## src/rtl/powlib_fifo_rdctl.sv

```systemverilog
// Read-side FIFO controller: decodes the writer's Gray pointer, drives the DPRAM read index and
// presents words through a registered valid/ready stage. Optional checker: POWLIB_FIFO_RDCTL_CHK_EN.
module powlib_fifo_rdctl #(
   parameter int W    = 16,
   parameter int D    = 8,
   parameter int WIDX = $clog2(D)
) (
   input  logic            clk,
   input  logic            rst,
   input  logic [WIDX:0]   wrptr_gray,
   output logic [WIDX:0]   rdptr_gray,
   output logic [WIDX-1:0] rdidx,
   input  logic [W-1:0]    memdata,
   output logic [W-1:0]    rddata,
   output logic            rdvld,
   input  logic            rdrdy,
   output logic            empty,
   output logic [WIDX:0]   cnt,
   output logic            err
);

   logic [WIDX:0]  wrptr_bin;
   logic [WIDX:0]  rdptr_bin_q, rdptr_bin_d;
   logic [WIDX:0]  rdptr_gray_q, rdptr_gray_d;
   logic [W-1:0]   rddata_q, rddata_d;
   logic           rdvld_q, rdvld_d;
   logic           ld;
   logic           empty_c;
   logic [WIDX:0]  cnt_c;

   // Binary value is the XOR of every right shift of the Gray code.
   function automatic logic [WIDX:0] gray2bin(input logic [WIDX:0] g);
      logic [WIDX:0] b;
      b = '0;
      for (int unsigned i = 0; i <= WIDX; i++) begin
         b = b ^ (g >> i);
      end
      return b;
   endfunction

   function automatic logic [WIDX:0] bin2gray(input logic [WIDX:0] b);
      return b ^ (b >> 1);
   endfunction

   always_comb begin
      wrptr_bin = gray2bin(wrptr_gray);
      empty_c   = (wrptr_bin == rdptr_bin_q);
      cnt_c     = wrptr_bin - rdptr_bin_q;
   end

   always_comb begin
      rdptr_bin_d  = rdptr_bin_q;
      rdptr_gray_d = rdptr_gray_q;
      rddata_d     = rddata_q;
      rdvld_d      = rdvld_q;
      ld           = !empty_c && (!rdvld_q || rdrdy);
      if (ld) begin
         rddata_d     = memdata;
         rdvld_d      = 1'b1;
         rdptr_bin_d  = rdptr_bin_q + 1'b1;
         rdptr_gray_d = bin2gray(rdptr_bin_q + 1'b1);
      end else if (rdvld_q && rdrdy) begin
         rdvld_d = 1'b0;
      end
   end

   always_ff @(posedge clk) begin
      if (rst) begin
         rdptr_bin_q  <= '0;
         rdptr_gray_q <= '0;
         rddata_q     <= '0;
         rdvld_q      <= 1'b0;
      end else begin
         rdptr_bin_q  <= rdptr_bin_d;
         rdptr_gray_q <= rdptr_gray_d;
         rddata_q     <= rddata_d;
         rdvld_q      <= rdvld_d;
      end
   end

   assign rdptr_gray = rdptr_gray_q;
   assign rdidx      = rdptr_bin_q[WIDX-1:0];
   assign rddata     = rddata_q;
   assign rdvld      = rdvld_q;
   assign empty      = empty_c;
   assign cnt        = cnt_c;

`ifdef POWLIB_FIFO_RDCTL_CHK_EN
   logic [WIDX:0] wrptr_prev_q;
   logic [WIDX:0] wrdelta;
   logic          err_q;
   logic          cnt_bad;
   logic          step_bad;

   // More than one bit set in the delta means a multi-bit Gray step.
   always_comb begin
      wrdelta  = wrptr_gray ^ wrptr_prev_q;
      cnt_bad  = (cnt_c > (WIDX+1)'(D));
      step_bad = ((wrdelta & (wrdelta - (WIDX+1)'(1))) != '0);
   end

   always_ff @(posedge clk) begin
      wrptr_prev_q <= wrptr_gray;
      if (rst) begin
         err_q <= 1'b0;
      end else if (cnt_bad || step_bad) begin
         err_q <= 1'b1;
`ifndef SYNTHESIS
         $display("POWLIB_FIFO_RDCTL err cnt=%0d wrptr_gray=%0h prev=%0h", cnt_c, wrptr_gray,
                  wrptr_prev_q);
`endif
      end
   end

   assign err = err_q;
`else
   assign err = 1'b0;
`endif

endmodule

```

## config.mk

```make
export PLATFORM = sky130hd
export DESIGN_NAME = powlib_fifo_rdctl
export DESIGN_NICKNAME = d
export VERILOG_FILES = /design/src/rtl/powlib_fifo_rdctl.sv
export SDC_FILE = /design/constraint.sdc
export NUM_CORES = 1
export LEC_CHECK = 0
export ABC_AREA = 1
export CAP_MARGIN = 20
export CORE_ASPECT_RATIO = 1.75
export CORE_MARGIN = 2
export CORE_UTILIZATION = 30
export CTS_CLUSTER_DIAMETER = 60
export DETAILED_ROUTE_END_ITERATION = 10
export PLACE_DENSITY_LB_ADDON = 0.1
export SYNTH_ARGS = -nofsm -noshare
export SYNTH_HDL_FRONTEND = slang
export SYNTH_SLANG_ARGS = --single-unit
```

## constraint.sdc

```tcl
create_clock -name clk -period 2.3 [get_ports clk]
set_input_delay 0.345 -clock clk [delete_from_list [all_inputs] [get_ports clk]]
set_output_delay 0.345 -clock clk [all_outputs]
set_load 0.005 [all_outputs]
```

==> flow_metrics.env <==
export IMPL_hold_viol_final=0
export IMPL_clockRootBuffer="clkbuf_8"
export IMPL_num_rows=30
export IMPL_start_kind="input pin"
export IMPL_drtIter0Drc=12
export IMPL_use_met1_pct=14.50
export IMPL_overflow=0
export IMPL_rsz0062_at_grt="no"
export IMPL_wl_per_cell_um=11.07
export IMPL_synth_area_per_cell_um2=7.828
export IMPL_min_path_type="reg2reg"
export IMPL_cp_data_arrival_time_ns=1.88
export IMPL_synth_top_area_cell="dfxtp_1"
export IMPL_grtUsageTotal_pct=13.50
export IMPL_ant_nets=0
export IMPL_hold_start="rdptr_gray[1]$_SDFFE_PP0P_"
export IMPL_timing_slew_headroom_pct=65.97
export IMPL_clock_path_buffers=2
export IMPL_layout_worst_path_cycle_share_pct=96.65
export IMPL_synth_top_area_share_pct=40.38
export IMPL_synth_edff_count=0
export IMPL_place_ws_ns=-0.6655
export IMPL_r2r_start="rdptr_bin_q[1]$_SDFFE_PP0P_"
export IMPL_insertion_delay_ns=0.26
export IMPL_synth_area_leaders="dfxtp_1, nor2_1, o21ai_0"
export IMPL_synthTopCellsByCount="nor2_1, dfxtp_1, o21ai_0"
export IMPL_numPortBuffers=51
export IMPL_antenna_found_initial=0
export IMPL_met3_usage_pct=1.890
export IMPL_muxShareOfSynthArea_pct=0
export IMPL_cts_made_buffers=3
export IMPL_fin_ws_ns=0.07698
export IMPL_hpwl_mm=2.221
export IMPL_grt_pass1_vias=1158
export IMPL_final_cells=262
export IMPL_path_clk_slew_ns=0.08
export IMPL_min_period_ns=2.223
export IMPL_synth_top_flop_cell="dfxtp_1"
export IMPL_grt_pass1_wl_mm=4.740
export IMPL_synth_nets=180
export IMPL_dieArea_um2=4506
export IMPL_setup_viol=0
export IMPL_crit_type="in2out"
export IMPL_ys_seq_area_share_pct=40.38
export IMPL_synth_warnings=0
export IMPL_tightest_slew_ns=0.5098
export IMPL_syn_inst=152
export IMPL_nFillCells=397
export IMPL_irDropWorstVdd_v=0.0004617
export IMPL_dp_cells=255
export IMPL_ys_types=26
export IMPL_hold_buffers=0
export IMPL_die_h_um=87.31
export IMPL_crit_path_max_fanout=2
export IMPL_routed_wl_mm=2.900
export IMPL_synthSimpleGateAreaFrac_pct=24.40
export IMPL_finalMaxSlewViolations=0
export IMPL_p_leak_uw=0.0008362
export IMPL_core_area_um2=3829
export IMPL_place_congestion=0.7758
export IMPL_area_delta_synth_final_pct=59.41
export IMPL_routed_via_count=1122
export IMPL_skew_ns=0.002979
export IMPL_num_io_pins=53
export IMPL_grt_max_degree=24
export IMPL_cp_required_ns=1.96
export IMPL_clock_fmax_ghz=0.4498
export IMPL_synthAdderAreaFrac_pct=5.889
export IMPL_postLayoutCoreUtil_pct=49.54
export IMPL_firstDrtPassIters=4
export IMPL_cts_tree="yes"
export IMPL_drive_gt1_share_pct=19.16
export IMPL_maxCapViolCount=0
export IMPL_synth_xor_area_share_pct=6.625
export IMPL_synth_top_family_by_area="simple AND/OR/NAND/NOR gates"
export IMPL_drc=0
export IMPL_setup_worst_path_end_class="primary output"
export IMPL_nets=243
export IMPL_critPathLaunch="wrptr_gray[0]"
export IMPL_synth_compound_area_share_pct=12.51
export IMPL_status="complete, no violations"
export IMPL_synth_seq_cells=24
export IMPL_die_x_um=51.61
export IMPL_met2_usage_pct=25.99
export IMPL_clock_sinks=24
export IMPL_async_flop_share_pct=0
export IMPL_power_density_nw_per_um2=688.9
export IMPL_synthesis_area_um2=1190
export IMPL_yosys_cell_count_top_type="nor2_1"
export IMPL_diodes=0
export IMPL_start_util_pct=31.08
export IMPL_via_per_inst=4.282
export IMPL_htree_levels=1
export IMPL_busiest_layer="met2"
==> report_power, final <==
part / internal, uW / total (uW) / switching, uW
Combinational: 292 / 524 / 232
Clock: 153 / 284 / 132
Sequential: 469 / 498 / 29.6
==> layer usage <==
metal / wire length (um) / vias to the layer above
met4: 25 / 0
met2: 1589 / 31
met3: 125 / 2
li1: - / 593
met5: 0 / -
met1: 1159 / 496
==> worst max-delay path, stage by stage <==
cell and delay [ns]:
dlygate4sd2_1 0.26, xnor2_2 0.14, xor2_1 0.17, ha_2 0.19
buf_4 0.12, buf_4 0.12, o21a_1 0.19, xnor2_1 0.13
clkdlybuf4s15_1 0.22
==> final timing paths <==
path,to,slack (ns),cells past startpoint
worst min-delay path,rdptr_gray[1]$_SDFFE_PP0P_,0.47,2
worst max-delay path,cnt[3],0.08,9
worst min register to register,rdptr_gray[1]$_SDFFE_PP0P_,0.47,2
worst max register to register,rddata[4]$_SDFFE_PP0P_,0.45,10
==> sequential cells by signal, summed over array words and instances, names as in the netlist <==
| name | cells |
|---|---|
| rddata | 16 |
| rdptr_bin_q | 4 |
| rdptr_gray | 3 |
| rdvld | 1 |
==> through the flow <==
step	power, uW	area, um2	hold slack [ns]	TNS (ns)
2_1_floorplan	761.8	1190	0.4141	0
3_3_place_gp	1013	1789	0.4631	-10.14
3_5_place_dp	1024	1789	0.4607	-13.21
4_1_cts	1328	1911	0.4736	0
5_1_grt	1401	1897	0.5104	0
6_report	1307	1897	0.4706	0
==> cells in the final DEF (no fill, tap or decap), drive strengths merged <==
cell           netlist  layout
conb                 1       1
o21a                 1       1
clkbuf               2       7
clkdlybuf4s50        0      43
dfxtp               24      24
buf                  6      17
xor2                 4       4
clkdlybuf4s15        0       2
nand4                1       1
xnor2                5       5
a21oi                7       7
ha                   4       4
nand2               19      19
dlygate4sd2          0       1
inv                 15      15
o21ai               19      19
nor2                39      39
nand3                4       4
fa                   1       1
==> area by class of cell <==
cell class              count  area [um2]  share of cell area [%]
multi-input cells         105       648.1                   34.17
clock buffers               4       55.05                   2.902
flip-flops and latches     24       480.5                   25.33
well taps                  48       60.06                   3.166
inverters                  15       56.30                   2.968
repair buffers             66       596.8                   31.46
==> cells by family after synthesis <==
kind of cell | count (synthesis)
xor+xnor | 9
flops | 24
other cells | 1
fa+ha+maj | 5
compound gates | 27
buf+inv | 23
simple gates | 63
==> repair_timing <==
action                                  in CTS  in global routing
pin swaps                                    5                  5
endpoints found under the setup margin      28                  5
gates cloned                                 0                  0
setup buffers                                3                  0
resized for setup                           22                  9
(Power assumes the default switching activity.)
